--- config.mk ---
export PLATFORM = sky130hd
export DESIGN_NAME = ps2_key_tracker_flat
export DESIGN_NICKNAME = d
export VERILOG_FILES = /design/src/rtl/ps2_key_tracker_if.sv /design/src/rtl/ps2_key_tracker.sv /design/src/flat_wrapper.sv
export SDC_FILE = /design/constraint.sdc
export NUM_CORES = 1
export LEC_CHECK = 0
export ABC_AREA = 1
export CELL_PAD_IN_SITES_DETAIL_PLACEMENT = 0
export CELL_PAD_IN_SITES_GLOBAL_PLACEMENT = 1
export CORE_ASPECT_RATIO = 0.5
export CORE_MARGIN = 4
export CORE_UTILIZATION = 40
export CTS_CLUSTER_DIAMETER = 40
export DETAILED_ROUTE_END_ITERATION = 10
export PLACE_DENSITY_LB_ADDON = 0.1
export SETUP_SLACK_MARGIN = 0.5
export SYNTH_ARGS = -nofsm -noshare
export SYNTH_HDL_FRONTEND = slang
export SYNTH_SLANG_ARGS = --single-unit
--- constraint.sdc ---
create_clock -name clk -period 2.8 [get_ports clk]
set_input_delay 0.42 -clock clk [delete_from_list [all_inputs] [get_ports clk]]
set_output_delay 0.42 -clock clk [all_outputs]
set_load 0.01 [all_outputs]
--- src/rtl/ps2_key_tracker_if.sv ---
// Byte-stream and key-event bundle of the PS/2 key tracker.
//   code_valid/code : one strobe per received scan-code byte (source -> tracker)
//   evt_*           : completed key event, evt_valid pulses for one cycle (tracker -> sink)
// master = byte source / event consumer, slave = the tracker.
interface ps2_key_tracker_if;
    logic       code_valid;
    logic [7:0] code;
    logic       evt_valid;
    logic [7:0] evt_code;
    logic       evt_ext;
    logic       evt_break;
    logic       evt_repeat;

    modport master (
        output code_valid, code,
        input  evt_valid, evt_code, evt_ext, evt_break, evt_repeat
    );

    modport slave (
        input  code_valid, code,
        output evt_valid, evt_code, evt_ext, evt_break, evt_repeat
    );
endinterface

--- src/rtl/ps2_key_tracker.sv ---
// PS/2 key tracker: folds E0/F0 prefixes into single key events, keeps modifier
// state, a held-key table (typematic repeat detection), a press counter and a
// short history of recent non-modifier key codes.
// Ports:
//   clk, rst      : clock (rising edge), synchronous active-high reset
//   bus           : byte input and key event output (slave modport)
//   mods          : {caps, alt, ctrl, shift}
//   press_cnt     : counted key presses
//   held_cnt      : occupied held-table entries
//   held_overflow : a press was dropped because the table was full
//   any_held      : held_cnt != 0
//   hist          : recent key codes, [7:0] newest
module ps2_key_tracker #(
    parameter int unsigned CNT_W        = 8,
    parameter int unsigned HIST_DEPTH   = 3,
    parameter int unsigned MAX_HELD     = 4,
    parameter bit          COUNT_REPEAT = 1'b0,
    parameter bit          SAT_CNT      = 1'b0
) (
    input  logic                    clk,
    input  logic                    rst,
    ps2_key_tracker_if.slave        bus,
    output logic [3:0]              mods,
    output logic [CNT_W-1:0]        press_cnt,
    output logic [3:0]              held_cnt,
    output logic                    held_overflow,
    output logic                    any_held,
    output logic [8*HIST_DEPTH-1:0] hist
);
    typedef enum logic [1:0] {StIdle, StExt, StBrk, StExtBrk} state_e;

    // Key identity is {ext, code}.
    localparam logic [8:0] KLShift = 9'h012;
    localparam logic [8:0] KRShift = 9'h059;
    localparam logic [8:0] KLCtrl  = 9'h014;
    localparam logic [8:0] KRCtrl  = 9'h114;
    localparam logic [8:0] KLAlt   = 9'h011;
    localparam logic [8:0] KRAlt   = 9'h111;
    localparam logic [8:0] KCaps   = 9'h058;

    state_e state_q, state_d;
    logic   done, cur_ext, cur_brk, is_proto;
    logic [8:0] key;

    logic [MAX_HELD-1:0] held_vld_q, held_vld_d, hit_vec, free_oh;
    logic [8:0]          held_key_q [MAX_HELD];
    logic [8:0]          held_key_d [MAX_HELD];
    logic                hit, full, free_found;

    logic [5:0] modb_q, modb_d, mod_sel; // {ralt, lalt, rctrl, lctrl, rshift, lshift}
    logic       caps_q, caps_d, is_caps;
    logic       make_new, counted;

    assign is_proto = (bus.code == 8'h00) || (bus.code == 8'hAA) || (bus.code == 8'hE1) ||
                      (bus.code == 8'hFA) || (bus.code == 8'hFE) || (bus.code == 8'hFF);

    // Prefix FSM; only protocol bytes and completed events return to idle.
    always_comb begin
        state_d = state_q;
        done    = 1'b0;
        cur_ext = 1'b0;
        cur_brk = 1'b0;
        if (bus.code_valid) begin
            if (is_proto) begin
                state_d = StIdle;
            end else if (bus.code == 8'hF0) begin
                unique case (state_q)
                    StIdle:  state_d = StBrk;
                    StExt:   state_d = StExtBrk;
                    default: state_d = state_q;
                endcase
            end else if (bus.code == 8'hE0) begin
                // E0 after F0 is not a legal sequence; keep the pending break.
                if (state_q == StIdle) state_d = StExt;
            end else begin
                done    = 1'b1;
                state_d = StIdle;
                cur_ext = (state_q == StExt) || (state_q == StExtBrk);
                cur_brk = (state_q == StBrk) || (state_q == StExtBrk);
            end
        end
    end

    assign key = {cur_ext, bus.code};

    // Table lookup: matching entry and lowest free slot.
    always_comb begin
        hit_vec    = '0;
        free_oh    = '0;
        free_found = 1'b0;
        for (int i = 0; i < int'(MAX_HELD); i++) begin
            hit_vec[i] = held_vld_q[i] && (held_key_q[i] == key);
            if (!held_vld_q[i] && !free_found) begin
                free_oh[i] = 1'b1;
                free_found = 1'b1;
            end
        end
    end

    assign hit  = |hit_vec;
    assign full = &held_vld_q;

    always_comb begin
        mod_sel = '0;
        case (key)
            KLShift: mod_sel[0] = 1'b1;
            KRShift: mod_sel[1] = 1'b1;
            KLCtrl:  mod_sel[2] = 1'b1;
            KRCtrl:  mod_sel[3] = 1'b1;
            KLAlt:   mod_sel[4] = 1'b1;
            KRAlt:   mod_sel[5] = 1'b1;
            default: mod_sel    = '0;
        endcase
    end

    assign is_caps  = (key == KCaps);
    assign make_new = done && !cur_brk && !hit;
    assign counted  = done && !cur_brk && (!hit || COUNT_REPEAT);

    always_comb begin
        held_vld_d = held_vld_q;
        held_key_d = held_key_q;
        modb_d     = modb_q;
        caps_d     = caps_q;
        if (done) begin
            if (cur_brk) begin
                held_vld_d = held_vld_q & ~hit_vec;
                modb_d     = modb_q & ~mod_sel;
            end else begin
                modb_d = modb_q | mod_sel;
                if (!hit) begin
                    held_vld_d = held_vld_q | free_oh;
                    for (int i = 0; i < int'(MAX_HELD); i++) begin
                        if (free_oh[i]) held_key_d[i] = key;
                    end
                    if (is_caps) caps_d = ~caps_q;
                end
            end
        end
    end

    always_ff @(posedge clk) begin
        if (rst) begin
            state_q        <= StIdle;
            held_vld_q     <= '0;
            for (int i = 0; i < int'(MAX_HELD); i++) held_key_q[i] <= '0;
            modb_q         <= '0;
            caps_q         <= 1'b0;
            press_cnt      <= '0;
            held_cnt       <= '0;
            held_overflow  <= 1'b0;
            hist           <= '0;
            bus.evt_valid  <= 1'b0;
            bus.evt_code   <= '0;
            bus.evt_ext    <= 1'b0;
            bus.evt_break  <= 1'b0;
            bus.evt_repeat <= 1'b0;
        end else begin
            state_q       <= state_d;
            held_vld_q    <= held_vld_d;
            held_key_q    <= held_key_d;
            modb_q        <= modb_d;
            caps_q        <= caps_d;
            bus.evt_valid <= done;
            if (done) begin
                bus.evt_code   <= bus.code;
                bus.evt_ext    <= cur_ext;
                bus.evt_break  <= cur_brk;
                bus.evt_repeat <= !cur_brk && hit;
            end
            if (counted && !(SAT_CNT && (&press_cnt))) press_cnt <= press_cnt + 1'b1;
            if (make_new && !full) begin
                held_cnt <= held_cnt + 4'd1;
            end else if (done && cur_brk && hit) begin
                held_cnt <= held_cnt - 4'd1;
                if (held_cnt == 4'd1) held_overflow <= 1'b0;
            end
            if (make_new && full) held_overflow <= 1'b1;
            if (make_new && !is_caps && (mod_sel == '0)) begin
                hist       <= hist << 8;
                hist[7:0]  <= bus.code;
            end
        end
    end

    assign mods     = {caps_q, modb_q[5] | modb_q[4], modb_q[3] | modb_q[2],
                       modb_q[1] | modb_q[0]};
    assign any_held = (held_cnt != 4'd0);
endmodule
--- src/flat_wrapper.sv ---
// flat-port wrapper written by rule: the top's interface ports become plain ports
module ps2_key_tracker_flat 
#(
    parameter int unsigned CNT_W        = 8,
    parameter int unsigned HIST_DEPTH   = 3,
    parameter int unsigned MAX_HELD     = 4,
    parameter bit          COUNT_REPEAT = 1'b0,
    parameter bit          SAT_CNT      = 1'b0
)
  (clk, rst, mods, press_cnt, held_cnt, held_overflow, any_held, hist, bus_code_valid, bus_code, bus_evt_valid, bus_evt_code, bus_evt_ext, bus_evt_break, bus_evt_repeat);
  ps2_key_tracker_if bus_i ();
  input  logic clk;
  input  logic rst;
  output logic [3:0] mods;
  output logic [CNT_W-1:0] press_cnt;
  output logic [3:0] held_cnt;
  output logic held_overflow;
  output logic any_held;
  output logic [8*HIST_DEPTH-1:0] hist;
  input wire logic [$bits(bus_i.code_valid)-1:0] bus_code_valid;
  input wire logic [$bits(bus_i.code)-1:0] bus_code;
  output wire logic [$bits(bus_i.evt_valid)-1:0] bus_evt_valid;
  output wire logic [$bits(bus_i.evt_code)-1:0] bus_evt_code;
  output wire logic [$bits(bus_i.evt_ext)-1:0] bus_evt_ext;
  output wire logic [$bits(bus_i.evt_break)-1:0] bus_evt_break;
  output wire logic [$bits(bus_i.evt_repeat)-1:0] bus_evt_repeat;
  assign bus_i.code_valid = bus_code_valid;
  assign bus_i.code = bus_code;
  assign bus_evt_valid = bus_i.evt_valid;
  assign bus_evt_code = bus_i.evt_code;
  assign bus_evt_ext = bus_i.evt_ext;
  assign bus_evt_break = bus_i.evt_break;
  assign bus_evt_repeat = bus_i.evt_repeat;
  ps2_key_tracker #(.CNT_W(CNT_W), .HIST_DEPTH(HIST_DEPTH), .MAX_HELD(MAX_HELD), .COUNT_REPEAT(COUNT_REPEAT), .SAT_CNT(SAT_CNT)) u_core (.clk(clk), .rst(rst), .bus(bus_i), .mods(mods), .press_cnt(press_cnt), .held_cnt(held_cnt), .held_overflow(held_overflow), .any_held(any_held), .hist(hist));
endmodule
# After elaboration in Yosys (flattened, before gate mapping)
# Cells that the tools add are included.
# Widths: inputs -> output; s select.
# totals
register_bits,98
out_inout_bits,54
elab_cells,146
# op_classes
mux,38
reduce_logical,49
bitwise,13
eq_ne,26
n_addsub,3
# ops
op,count
$eq 8x8->1 const B,7
$eq 9x9->1,4
$mux 1,28
$eq 9x5->1 const B,3
$reduce_and 4->1,6
$eq 9x7->1 const B,2
$eq 9x9->1 const B,2
$logic_and 1x1->1,16
$mux 4,4
$logic_not 1->1,9
$add 8x1->8 const B,1
$logic_not 8->1,1
$mux 2,4
$logic_or 1x1->1,7
$and 6x6->6,1
$logic_not 6->1,1
$mux 6,1
$not 6->6,1
$or 6x6->6,1
$reduce_and 3->1,2
$reduce_bool 2->1,3
$add 4x1->4 const B,1
$and 4x4->4,1
$eq 2x2->1 const B,2
other kinds (16),21

# Depth between registers and ports, before layout
# Gate-level depths: netlist of the first run.
# depth
depth_word,16
ltp_mapped,18

# Worst setup path after synthesis of the first run
# Ideal clock, no wire load.
# synth_timing
path_kind,input port to flip-flop
startpoint,input port bus_code[4]
endpoint,register u_core.held_key_q[15] (netlist name)
path_slack_ps,680
stages,15
arrival_time_ps,2003
t_required_ps,2683
path_cell_list,buf_2 nor2_1 nand4_1 nand2_1 nor2_4 nand3_2 buf_6 nand2_2 nand4_1 nand2_2 nor2_8 nand3_2 buf_4 o21ai_1 a21oi_1
# synth_via
elab_chain_len,13
word_cells_on_any_way,37
classes_between,eq/ne (11); mux (12); bitwise (2); reduce/logical (12)
# synth_rtl
element,line_no,source
from (decl),flat_wrapper.sv:21,input wire logic [$bits(bus_i.code)-1:0] bus_code;
$eq 8x8->1 / $logic_not 8->1 (equally long branches),ps2_key_tracker.sv:54,assign is_proto = (bus.code == 8'h00) || (bus.code == 8'hAA) || (bus.code == 8'hE1) ||
$logic_or 1x1->1 (3 in a row),ps2_key_tracker.sv:54,
$logic_or 1x1->1 (2 in a row),ps2_key_tracker.sv:55,(bus.code == 8'hFA) || (bus.code == 8'hFE) || (bus.code == 8'hFF);
$mux 1,ps2_key_tracker.sv:64,if (is_proto) begin
$mux 1,ps2_key_tracker.sv:63,if (bus.code_valid) begin
$eq 9x9->1,ps2_key_tracker.sv:92,hit_vec[i] = held_vld_q[i] && (held_key_q[i] == key);
$logic_and 1x1->1,ps2_key_tracker.sv:92,
$reduce_or 4->1,ps2_key_tracker.sv:100,assign hit = |hit_vec;
$not 1->1 (no line),-,
$reduce_and 4->1 (no line) (*),-,
to (signal assigned),ps2_key_tracker.sv:161,held_key_q <= held_key_d;
to (decl),ps2_key_tracker.sv:46,logic [8:0] held_key_q [MAX_HELD];
# Mark *: on every way between the ends. The rest lies on a longest branch, timed or not.
# A chain may end at the register's enable or synchronous reset.

# Worst setup path in the final report of the first run
# layout_timing
startpoint,input port bus_code_valid
endpoint,register u_core.hist[2]
# layout_via
elab_chain_len,8
word_cells_on_any_way,33
classes_between,eq/ne (11); mux (9); reduce/logical (13)
# layout_rtl
element,line_no,source
from (decl),flat_wrapper.sv:20,input wire logic [$bits(bus_i.code_valid)-1:0] bus_code_valid;
$mux 1,ps2_key_tracker.sv:63,
$eq 9x9->1,ps2_key_tracker.sv:92,
$logic_and 1x1->1,ps2_key_tracker.sv:92,
$reduce_or 4->1,ps2_key_tracker.sv:100,
$logic_not 1->1,ps2_key_tracker.sv:117,assign make_new = done && !cur_brk && !hit;
$logic_and 1x1->1,ps2_key_tracker.sv:117,
$logic_and 1x1->1,ps2_key_tracker.sv:179,if (make_new && !is_caps && (mod_sel == '0)) begin
$logic_and 1x1->1 (*),ps2_key_tracker.sv:179,
to (signal assigned),ps2_key_tracker.sv:180,hist <= hist << 8;
to (signal assigned),ps2_key_tracker.sv:181,hist[7:0] <= bus.code;
to (decl),ps2_key_tracker.sv:28,output logic [8*HIST_DEPTH-1:0] hist
# Marks and branches as above.

==> flow_summary.toml, run 1 <==
[status]
status = "finished, final reports clean"

[sta]
maxSlewViolCount = 0
slew_headroom_pct = 68.6
timing.final.crit_period_ps = 2200
timing.final.setup_violations = 0
hold-worst-slack_ps = 445
grt_setup_unrepaired = "no"
worst_slew_pin_slew_ps = 470
timing.fmax_mhz = 454
finClkSkew_ps = 10.3
hold_violation_total_from_the_final_report = 0
min_period_over_period_pct = 78.6

[synthesis]
synth_enable_flop_cells = 0
synth_top_family_by_area = "simple AND/OR/NAND/NOR gates"
postSynthNetCount = 670
synth_ff_type = "sky130_fd_sc_hd__dfxtp_1"
synth.mux.area_fraction_pct = 0
synth_compound_gate_area_share_pct = 17.4
syn_area_per_cell_sq_um = 7.31
yosys.area.top_type_share_pct = 41.0
netlist_area_before_placement_sq_um = 4780
yosys_synthesis_warning_count = 0
synth_fa_ha_area_share_pct = 1.31
share_of_synthesized_cell_area_in_and_or_nand_and_nor_gates_pct = 23.6
yosys.area_share.xor_xnor_pct = 4.95
synthTopCellsByArea = "sky130_fd_sc_hd__dfxtp_1 (41%), sky130_fd_sc_hd__a21oi_1 (8.0%), sky130_fd_sc_hd__nand2_1 (7.9%)"
async_flop_share_pct = 0
syn-instance-count = 654
netlist-cell-type-count = 35
synth-seq-cells = 98
synth.yosys.seq_area_share_pct = 41.0
synth_largest_area_cell = "sky130_fd_sc_hd__dfxtp_1"

[die]
die-height_um = 85.3
top_level_ports = 65
floorplan.initialDensity_pct = 42.2
placement_rows = 27
die_w_um = 163
die-area_sq_um = 13900
coreArea_sq_um = 11300

[critical_path]
critPathSlowestCell = "sky130_fd_sc_hd__clkdlybuf4s50_1"
worstSetupStartpointType = "input port"
critical_path.endpoint_type = "register"
timing.rr.start = "u_core.state_q[0]$_SDFFE_PP0P_"
timing.critical_path.arrival_ps = 2490
crit_chain = "clkdlybuf4s50_1 -> inv_1 -> nor2_4 -> nand3_4 -> buf_4 -> a211oi_4 -> nand3_4 -> clkbuf_16 -> buf_4 -> a21oi_1"
critical_path_required_ps = 3090
reg2reg_to = "u_core.hist[2]$_SDFFE_PP0P_"
largest_incremental_delay_on_the_critical_path_ps = 490
critPathKind = "in -> reg"
reg2reg_setup_slack_ps = 650
crit_fanout = 9
worst_r2r_path_depth = 11

[detailed_routing]
detail-route-antenna-nets = 0
drt_pass1_iterations = 5
post-route-drc-count = 0
via_count = 4686
drt_wl_total_um = 13900
avgViaCountPerCell = 4.90
drt_first_iter_violations = 294
avgRoutedWirePerCell_um = 14.5

[grt]
number_of_global_route_vias_before_repair = 4210
antenna_violations_before_repair = 0
gr-total-overflow = 0
grt_util_all_layers_pct = 19.5
wire_length_of_the_first_global_routing_pass_um = 21700
grt_start_max_net_pins = 44

[clock_network]
tritoncts = "yes"
cts_hold_buf = 0
clk_pin_slew_ps = 80
clock-root-buffer = "sky130_fd_sc_hd__clkbuf_16"
max-clock-path-buffers = 2
cts_max_level = 3
cts_inserted_buffers = 9
clkLatencyLatePin_ps = 350
cts_sinks = 98

[final_layout]
storage_element_area_sq_um = 1960
nets = 809
leading_cell_type_in_the_layout_fill_and_taps_excluded = "sky130_fd_sc_hd__dfxtp_1"
layout-drive-gt1-share_pct = 22.4
antennaDiodeCount = 0
filler_cell_count = 1077
mostFrequentLayoutCells = "sky130_fd_sc_hd__dfxtp_1 (98), sky130_fd_sc_hd__nand2_1 (92), sky130_fd_sc_hd__inv_1 (85)"
area.growth.synth_to_final_pct = 41.2
multi_input_area_sq_um = 2430

[power]
report.power.total_mw = 3.38
ir_worst_vdd_mv = 0.329
p_leak_nw = 2.78
p_per_area_nw_per_um2 = 501

[placement]
place.gp.congestion = 0.879
port_buffers = 64
dp.final_hpwl_um = 9450

[hold_path]
timing.hold.worst.class = "reg -> reg"
hold_end = "u_core.hist[20]$_SDFFE_PP0P_"
hp-start = "u_core.hist[20]$_SDFFE_PP0P_"
hold_depth = 2

[flow_run]
max-cap-violations = 0
## cell usage after synthesis (7+ instances only)
library cell,count
sky130_fd_sc_hd__nand2_2,8
sky130_fd_sc_hd__xor2_1,7
sky130_fd_sc_hd__buf_2,11
sky130_fd_sc_hd__nor3_1,10
sky130_fd_sc_hd__inv_2,7
sky130_fd_sc_hd__nand4_1,28
sky130_fd_sc_hd__a21oi_1,76
sky130_fd_sc_hd__dfxtp_1,98
sky130_fd_sc_hd__o21ai_0,65
sky130_fd_sc_hd__clkbuf_1,11
sky130_fd_sc_hd__xnor2_1,20
sky130_fd_sc_hd__nand3_1,15
sky130_fd_sc_hd__inv_1,87
sky130_fd_sc_hd__nand2_1,101
sky130_fd_sc_hd__nor2_1,56
## worst max-delay path, delay by kind of cell
kind | cells | cell delay [ps]
AND/OR/NAND/NOR | 3 | 530
AO/OA/AOI/OAI | 2 | 390
buffers and inverters | 5 | 1140
## state kept, by name (all words and copies together), names as in the netlist, named ones only
signal / count
u_core.press_cnt: 8
u_core.bus.evt_break: 1
u_core.hist: 24
u_core.caps_q: 1
u_core.bus.evt_ext: 1
u_core.held_cnt: 4
u_core.held_key_q: 36
u_core.held_overflow: 1
u_core.bus.evt_repeat: 1
u_core.bus.evt_valid: 1
u_core.held_vld_q: 4
u_core.bus.evt_code: 8
u_core.state_q: 2
## layout make-up
class / instances / area share, %
Timing Repair Buffer: 160 / 22.3
Inverter: 94 / 5.23
Tap cell: 159 / 2.95
Clock inverter: 7 / 1.04
Sequential cell: 98 / 29.1
Multi-Input combinational cell: 430 / 36.0
Clock buffer: 9 / 3.34
## metrics by stage
step           setup TNS (ps)  cell area (sq um)  util (%)  worst slack [ps]  instances
2_1_floorplan               0               4780         -               680        654
3_3_place_gp            -6420               6050      53.5              -189        918
3_5_place_dp            -9070               6050      53.5              -237        918
4_1_cts                     0               6560      58.0               507        948
5_1_grt                     0               6750      59.6               475        957
6_report                    0               6750      59.6               598        957
## layer usage
layer	vias to the layer above	share of wire [%]	global-route usage, %
met5	-	0	0
met4	0	1.2	4.72
met3	13	5.1	4.27
met2	97	41	28.4
met1	2156	53	29.1
li1	2420	-	-
## cell families after synthesis
group / Yosys count
flops: 98
simple gates: 239
buf+inv: 128
xor+xnor: 27
compound gates: 157
fa+ha+maj: 5
## how the worst max path moves through the flow
stage,startpoint,end
after global routing,bus_code[7],u_core.hist[16]$_SDFFE_PP0P_
after detailed placement,bus_code[0],u_core.held_key_q[31]$_SDFFE_PP0P_
after floorplan,bus_code[4],u_core.held_key_q[15]$_SDFFE_PP0P_
after CTS,bus_code[7],u_core.held_cnt[0]$_SDFFE_PP0P_
final,bus_code_valid,u_core.hist[2]$_SDFFE_PP0P_
after global placement,bus_code[0],u_core.held_key_q[29]$_SDFFE_PP0P_
## where the power goes
part           leakage (nW)  switching (mW)  total, mW  internal (mW)
registers             0.803          0.0571       1.52           1.47
logic                  1.84           0.315      0.618          0.302
clock network         0.142           0.609       1.24          0.628
## timing repair
| item | CTS | global route |
|---|---|---|
| setup buffers | 9 | 4 |
| gates cloned | 5 | 5 |
| pin swaps | 9 | 9 |
| setup endpoints to repair | 89 | 81 |
| resized for setup | 41 | 56 |
(Power assumes the default switching activity.)
==> inputs of run 2 (changes only) <==
CORE_UTILIZATION = 36   (was 40)
clock period = 1.95 ns   (was 2.8 ns; I/O delays follow)
==> flow_summary.toml, run 2 (same netlist as run 1, synthesis figures left out) <==
[status]
status = "finished with violations"
failed_checks = "negative setup slack"

[sta]
slew_headroom_pct = 70.2
fin_worst_setup_slack_ps = -73.7
timing.final.setup_violations = 27
finalSetupTns_ps = -668
hold-worst-slack_ps = 314
grt_setup_unrepaired = "yes"
worst_slew_pin_slew_ps = 444
hold_violation_total_from_the_final_report = 0
maxSlewViolCount = 0
timing.fmax_mhz = 494
finClkSkew_ps = 11.7
min_period_over_period_pct = 104
timing.final.crit_period_ps = 2020

[placement]
dpl-instance-area_sq_um = 6310
port_buffers = 64
dp.final_hpwl_um = 9600
place.gp.congestion = 0.831

[detailed_routing]
via_count = 4921
avgRoutedWirePerCell_um = 14.9
post-route-drc-count = 0
drt_first_iter_violations = 243
drt_pass1_iterations = 4
drt_wl_total_um = 15200
detail-route-antenna-nets = 0
avgViaCountPerCell = 4.84

[critical_path]
critical_path.endpoint_type = "register"
critical_path_required_ps = 2200
worstSetupStartpointType = "input port"
critPathKind = "in -> reg"
timing.critical_path.arrival_ps = 2270
crit_fanout = 7

[final_layout]
largest-register = "u_core.held_key_q"
largest_registers = "u_core.held_key_q (36), u_core.hist (24)"
nets = 858
final_util_pct = 62.7
largest_register_ff_count = 36
layout-drive-gt1-share_pct = 42.5
leading_cell_type_in_the_layout_fill_and_taps_excluded = "sky130_fd_sc_hd__buf_4"
area.growth.synth_to_final_pct = 68.1
finish.instance_area_sq_um = 8030
antennaDiodeCount = 0
filler_cell_count = 1103
mostFrequentLayoutCells = "sky130_fd_sc_hd__buf_4 (92), sky130_fd_sc_hd__dfxtp_1 (79), sky130_fd_sc_hd__inv_1 (75)"

[clock_network]
cts_max_level = 3
max-clock-path-buffers = 2
clkLatencyLatePin_ps = 350
cts_sinks = 98
clock-root-buffer = "sky130_fd_sc_hd__clkbuf_16"
tritoncts = "yes"
cts_hold_buf = 0
clk_pin_slew_ps = 70
cts_inserted_buffers = 9

[grt]
antenna_violations_before_repair = 0
number_of_global_route_vias_before_repair = 4494
wire_length_of_the_first_global_routing_pass_um = 23900
grt_start_max_net_pins = 62
grt_util_all_layers_pct = 19.8
gr-total-overflow = 0

[die]
die-area_sq_um = 15300
die-height_um = 89.5
top_level_ports = 65
die_w_um = 171
coreArea_sq_um = 12800
placement_rows = 29
floorplan.initialDensity_pct = 37.3

[power]
ir_worst_vdd_mv = 0.465
p_per_area_nw_per_um2 = 638
p_leak_nw = 3.47

[flow_run]
max-cap-violations = 0

[hold_path]
timing.hold.worst.class = "in -> reg"
run 2: changes by cell type in the layout (fill, tap and decap cells not counted), sizes merged, moves of 2 or more:
cell	previous run	this run
buf	93	157
dlygate4sd2	0	50
clkdlybuf4s50	56	1
clkbuf	20	10
inv	98	96
run 2: repair_timing:
action                                  CTS  global route
cloned                                    6             1
endpoints found under the setup margin  152            96
pin swaps                                43            28
setup buffers                            30            17
gates resized for setup                 274           111
run 2: through the flow:
step / cells / worst slack, ps / power, mW
2_1_floorplan: 654 / -11.1 / 2.67
3_3_place_gp: 947 / -975 / 3.07
3_5_place_dp: 947 / -969 / 3.07
4_1_cts: 999 / -24.8 / 5.04
5_1_grt: 1017 / -191 / 5.38
6_report: 1017 / -73.7 / 5.12
run 2: worst max-delay path, cell delays in order:
cell	delay [ps]
sky130_fd_sc_hd__buf_8	110
sky130_fd_sc_hd__buf_8	140
sky130_fd_sc_hd__nor2_4	100
sky130_fd_sc_hd__nand4_1	100
sky130_fd_sc_hd__nand2_2	100
sky130_fd_sc_hd__nor2_4	50
sky130_fd_sc_hd__nand3_4	140
sky130_fd_sc_hd__buf_12	130
sky130_fd_sc_hd__nand2_1	60
sky130_fd_sc_hd__nand4_1	90
sky130_fd_sc_hd__nand2_2	100
sky130_fd_sc_hd__nor2_8	160
sky130_fd_sc_hd__buf_12	150
sky130_fd_sc_hd__buf_12	120
sky130_fd_sc_hd__nand3_4	110
sky130_fd_sc_hd__nand2_2	120
sky130_fd_sc_hd__inv_2	40
sky130_fd_sc_hd__nor2_1	90
sky130_fd_sc_hd__nor2_1	50
run 2: power breakdown:
group | switching [mW] | internal, mW | total (mW)
clock network | 0.883 | 0.907 | 1.79
logic | 0.582 | 0.565 | 1.15
registers | 0.0769 | 2.11 | 2.19
total | 1.54 | 3.58 | 5.12
run 2: final timing paths:
path	from	end	slack [ps]	cells after the start
max	bus_code[1]	u_core.held_cnt[2]$_SDFFE_PP0P_	-70	19
max reg2reg	u_core.held_key_q[6]$_SDFFE_PP0P_	u_core.held_cnt[0]$_SDFFE_PP0P_	-50	13
min	bus_code[3]	u_core.bus.evt_code[3]$_SDFFE_PP0N_	310	4
min reg2reg	u_core.hist[22]$_SDFFE_PP0P_	u_core.hist[22]$_SDFFE_PP0P_	440	2
run 2: final cells by class:
class                           count  area, sq um  share of cell area [%]
Sequential cell                    98         1990                    24.8
Clock inverter                      7         73.8                   0.919
Multi-Input combinational cell    429         2970                    37.0
Timing Repair Buffer              210         2150                    26.8
Inverter                           94          404                    5.03
Clock buffer                        9          225                    2.80
Tap cell                          170          213                    2.65
run 2: per-layer routing:
metal,share of wire (%),track usage [%],vias to the layer above,wire [um]
met5,0,0,-,0
met4,0.78,3.95,0,118
met3,3.9,4.15,9,594
met2,44,30.3,76,6700
met1,51,29.1,2318,7750
li1,-,-,2518,-
==> inputs of run 3 (changes only) <==
TNS_END_PERCENT = 20   (was not set)
==> flow_summary.toml, run 3 (same netlist as run 1, synthesis figures left out) <==
[status]
status = "finished with violations"
failed_checks = "negative setup slack"

[flow_run]
max-cap-violations = 0

[sta]
min_period_over_period_pct = 101
slew_headroom_pct = 70.4
finalSetupTns_ps = -144
grt_setup_unrepaired = "yes"
maxSlewViolCount = 0
hold_violation_total_from_the_final_report = 0
worst_slew_pin_slew_ps = 441
fin_worst_setup_slack_ps = -26.8
finClkSkew_ps = 7.93
timing.final.setup_violations = 18
timing.fmax_mhz = 506
timing.final.crit_period_ps = 1980

[grt]
antenna_violations_before_repair = 0
wire_length_of_the_first_global_routing_pass_um = 24200
gr-total-overflow = 0
number_of_global_route_vias_before_repair = 4521
grt_util_all_layers_pct = 20.2
grt_start_max_net_pins = 42

[placement]
place.gp.congestion = 0.866
dpl-instance-area_sq_um = 6170
port_buffers = 64
dp.final_hpwl_um = 9870
place_worst_setup_slack_ps = -954

[detailed_routing]
detail-route-antenna-nets = 0
avgViaCountPerCell = 4.98
via_count = 4947
avgRoutedWirePerCell_um = 15.5
post-route-drc-count = 0
drt_first_iter_violations = 248
drt_wl_total_um = 15400
drt_pass1_iterations = 5

[clock_network]
cts_hold_buf = 0
tritoncts = "yes"
cts_sinks = 98
cts_inserted_buffers = 9
clk_pin_slew_ps = 80
clkLatencyLatePin_ps = 350
max-clock-path-buffers = 2
cts_max_level = 3
clock-root-buffer = "sky130_fd_sc_hd__clkbuf_16"

[final_layout]
largest_register_ff_count = 36
largest_registers = "u_core.held_key_q (36), u_core.hist (24)"
layout-drive-gt1-share_pct = 42.8
finish.instance_area_sq_um = 7800
leading_cell_type_in_the_layout_fill_and_taps_excluded = "sky130_fd_sc_hd__dfxtp_1"
nets = 835
largest-register = "u_core.held_key_q"
area.growth.synth_to_final_pct = 63.1
mostFrequentLayoutCells = "sky130_fd_sc_hd__dfxtp_1 (82), sky130_fd_sc_hd__inv_1 (78), sky130_fd_sc_hd__buf_4 (77)"
antennaDiodeCount = 0

[die]
die-height_um = 89.5
placement_rows = 29
die-area_sq_um = 15300
floorplan.initialDensity_pct = 37.3
die_w_um = 171
top_level_ports = 65
coreArea_sq_um = 12800

[power]
p_leak_nw = 3.33
ir_worst_vdd_mv = 0.489
report.power.total_mw = 5.11
p_per_area_nw_per_um2 = 655

[critical_path]
critPathKind = "in -> reg"
critical_path.endpoint_type = "register"
worstSetupStartpointType = "input port"
crit_fanout = 10
critical_path_required_ps = 2200
timing.critical_path.arrival_ps = 2230

[hold_path]
timing.hold.worst.class = "in -> reg"
==> run 3: cell types whose count changed in the layout (fill, tap and decap cells not counted), moves of 4 or more <==
cell / previous run / this run
sky130_fd_sc_hd__o21ai_2: 12 / 34
sky130_fd_sc_hd__buf_4: 92 / 77
sky130_fd_sc_hd__o21ai_0: 27 / 13
sky130_fd_sc_hd__o21ai_1: 27 / 15
sky130_fd_sc_hd__a21oi_2: 30 / 37
sky130_fd_sc_hd__a21oi_1: 45 / 39
sky130_fd_sc_hd__buf_12: 18 / 12
sky130_fd_sc_hd__nor2_4: 18 / 12
sky130_fd_sc_hd__nand3_4: 5 / 9
sky130_fd_sc_hd__nor2_1: 34 / 38
sky130_fd_sc_hd__o21ai_4: 3 / 7
==> run 3: metal layers <==
layer  wire, um  global-route usage [%]
met5          0                       0
met4        170                    4.67
met3        691                    4.20
met2       6560                    30.8
met1       8010                    29.5
==> run 3: area by class of cell <==
cell class / instances / area, sq um
Inverter: 94 / 398
Clock buffer: 9 / 225
Fill cell: 1163 / 5010
Tap cell: 170 / 213
Sequential cell: 98 / 1990
Timing Repair Buffer: 184 / 1830
Clock inverter: 7 / 72.6
Multi-Input combinational cell: 432 / 3070
==> run 3: report_power, final <==
part	total, mW	internal, mW	switching [mW]
logic	1.11	0.527	0.582
registers	2.20	2.11	0.0881
clock network	1.80	0.905	0.896
==> run 3: per-stage QoR <==
stage / utilization, % / std cells / hold slack (ps)
final: 60.9 / 994 / 238
after global placement: 48.1 / 942 / 431
after global routing: 60.9 / 994 / 255
after CTS: 57.4 / 986 / 241
after detailed placement: 48.1 / 942 / 435
after floorplan: - / 654 / 436
==> run 3: repair_timing <==
| item | in CTS | in global routing |
|---|---|---|
| hold endpoints to repair | 0 | 0 |
| pin swaps | 78 | 61 |
| setup buffers | 22 | 6 |
| resized for setup | 336 | 94 |
| endpoints found under the setup margin | 152 | 100 |
| cloned | 6 | 2 |
==> run 3: worst paths after layout <==
kind,start,slack (ps),depth (start not counted),end
setup / recovery,bus_code[1],-30,17,u_core.hist[18]$_SDFFE_PP0P_
hold / removal,bus_code[1],240,3,u_core.hist[1]$_SDFFE_PP0P_
setup reg to reg,u_core.held_key_q[33]$_SDFFE_PP0P_,10,13,u_core.hist[18]$_SDFFE_PP0P_
hold reg to reg,u_core.hist[20]$_SDFFE_PP0P_,450,2,u_core.hist[20]$_SDFFE_PP0P_
==> run 3: critical path, stage by stage <==
cell	delay, ps
sky130_fd_sc_hd__buf_8	120
sky130_fd_sc_hd__buf_6	130
sky130_fd_sc_hd__nand2_2	60
sky130_fd_sc_hd__a21oi_1	40
sky130_fd_sc_hd__nand2_1	70
sky130_fd_sc_hd__nand2_2	60
sky130_fd_sc_hd__nor2_4	160
sky130_fd_sc_hd__buf_6	140
sky130_fd_sc_hd__nand4_1	100
sky130_fd_sc_hd__nand4_1	140
sky130_fd_sc_hd__nand2_2	110
sky130_fd_sc_hd__nor2_8	180
sky130_fd_sc_hd__nand3_4	120
sky130_fd_sc_hd__buf_12	170
sky130_fd_sc_hd__buf_12	150
sky130_fd_sc_hd__o21ai_2	130
sky130_fd_sc_hd__a21oi_2	40
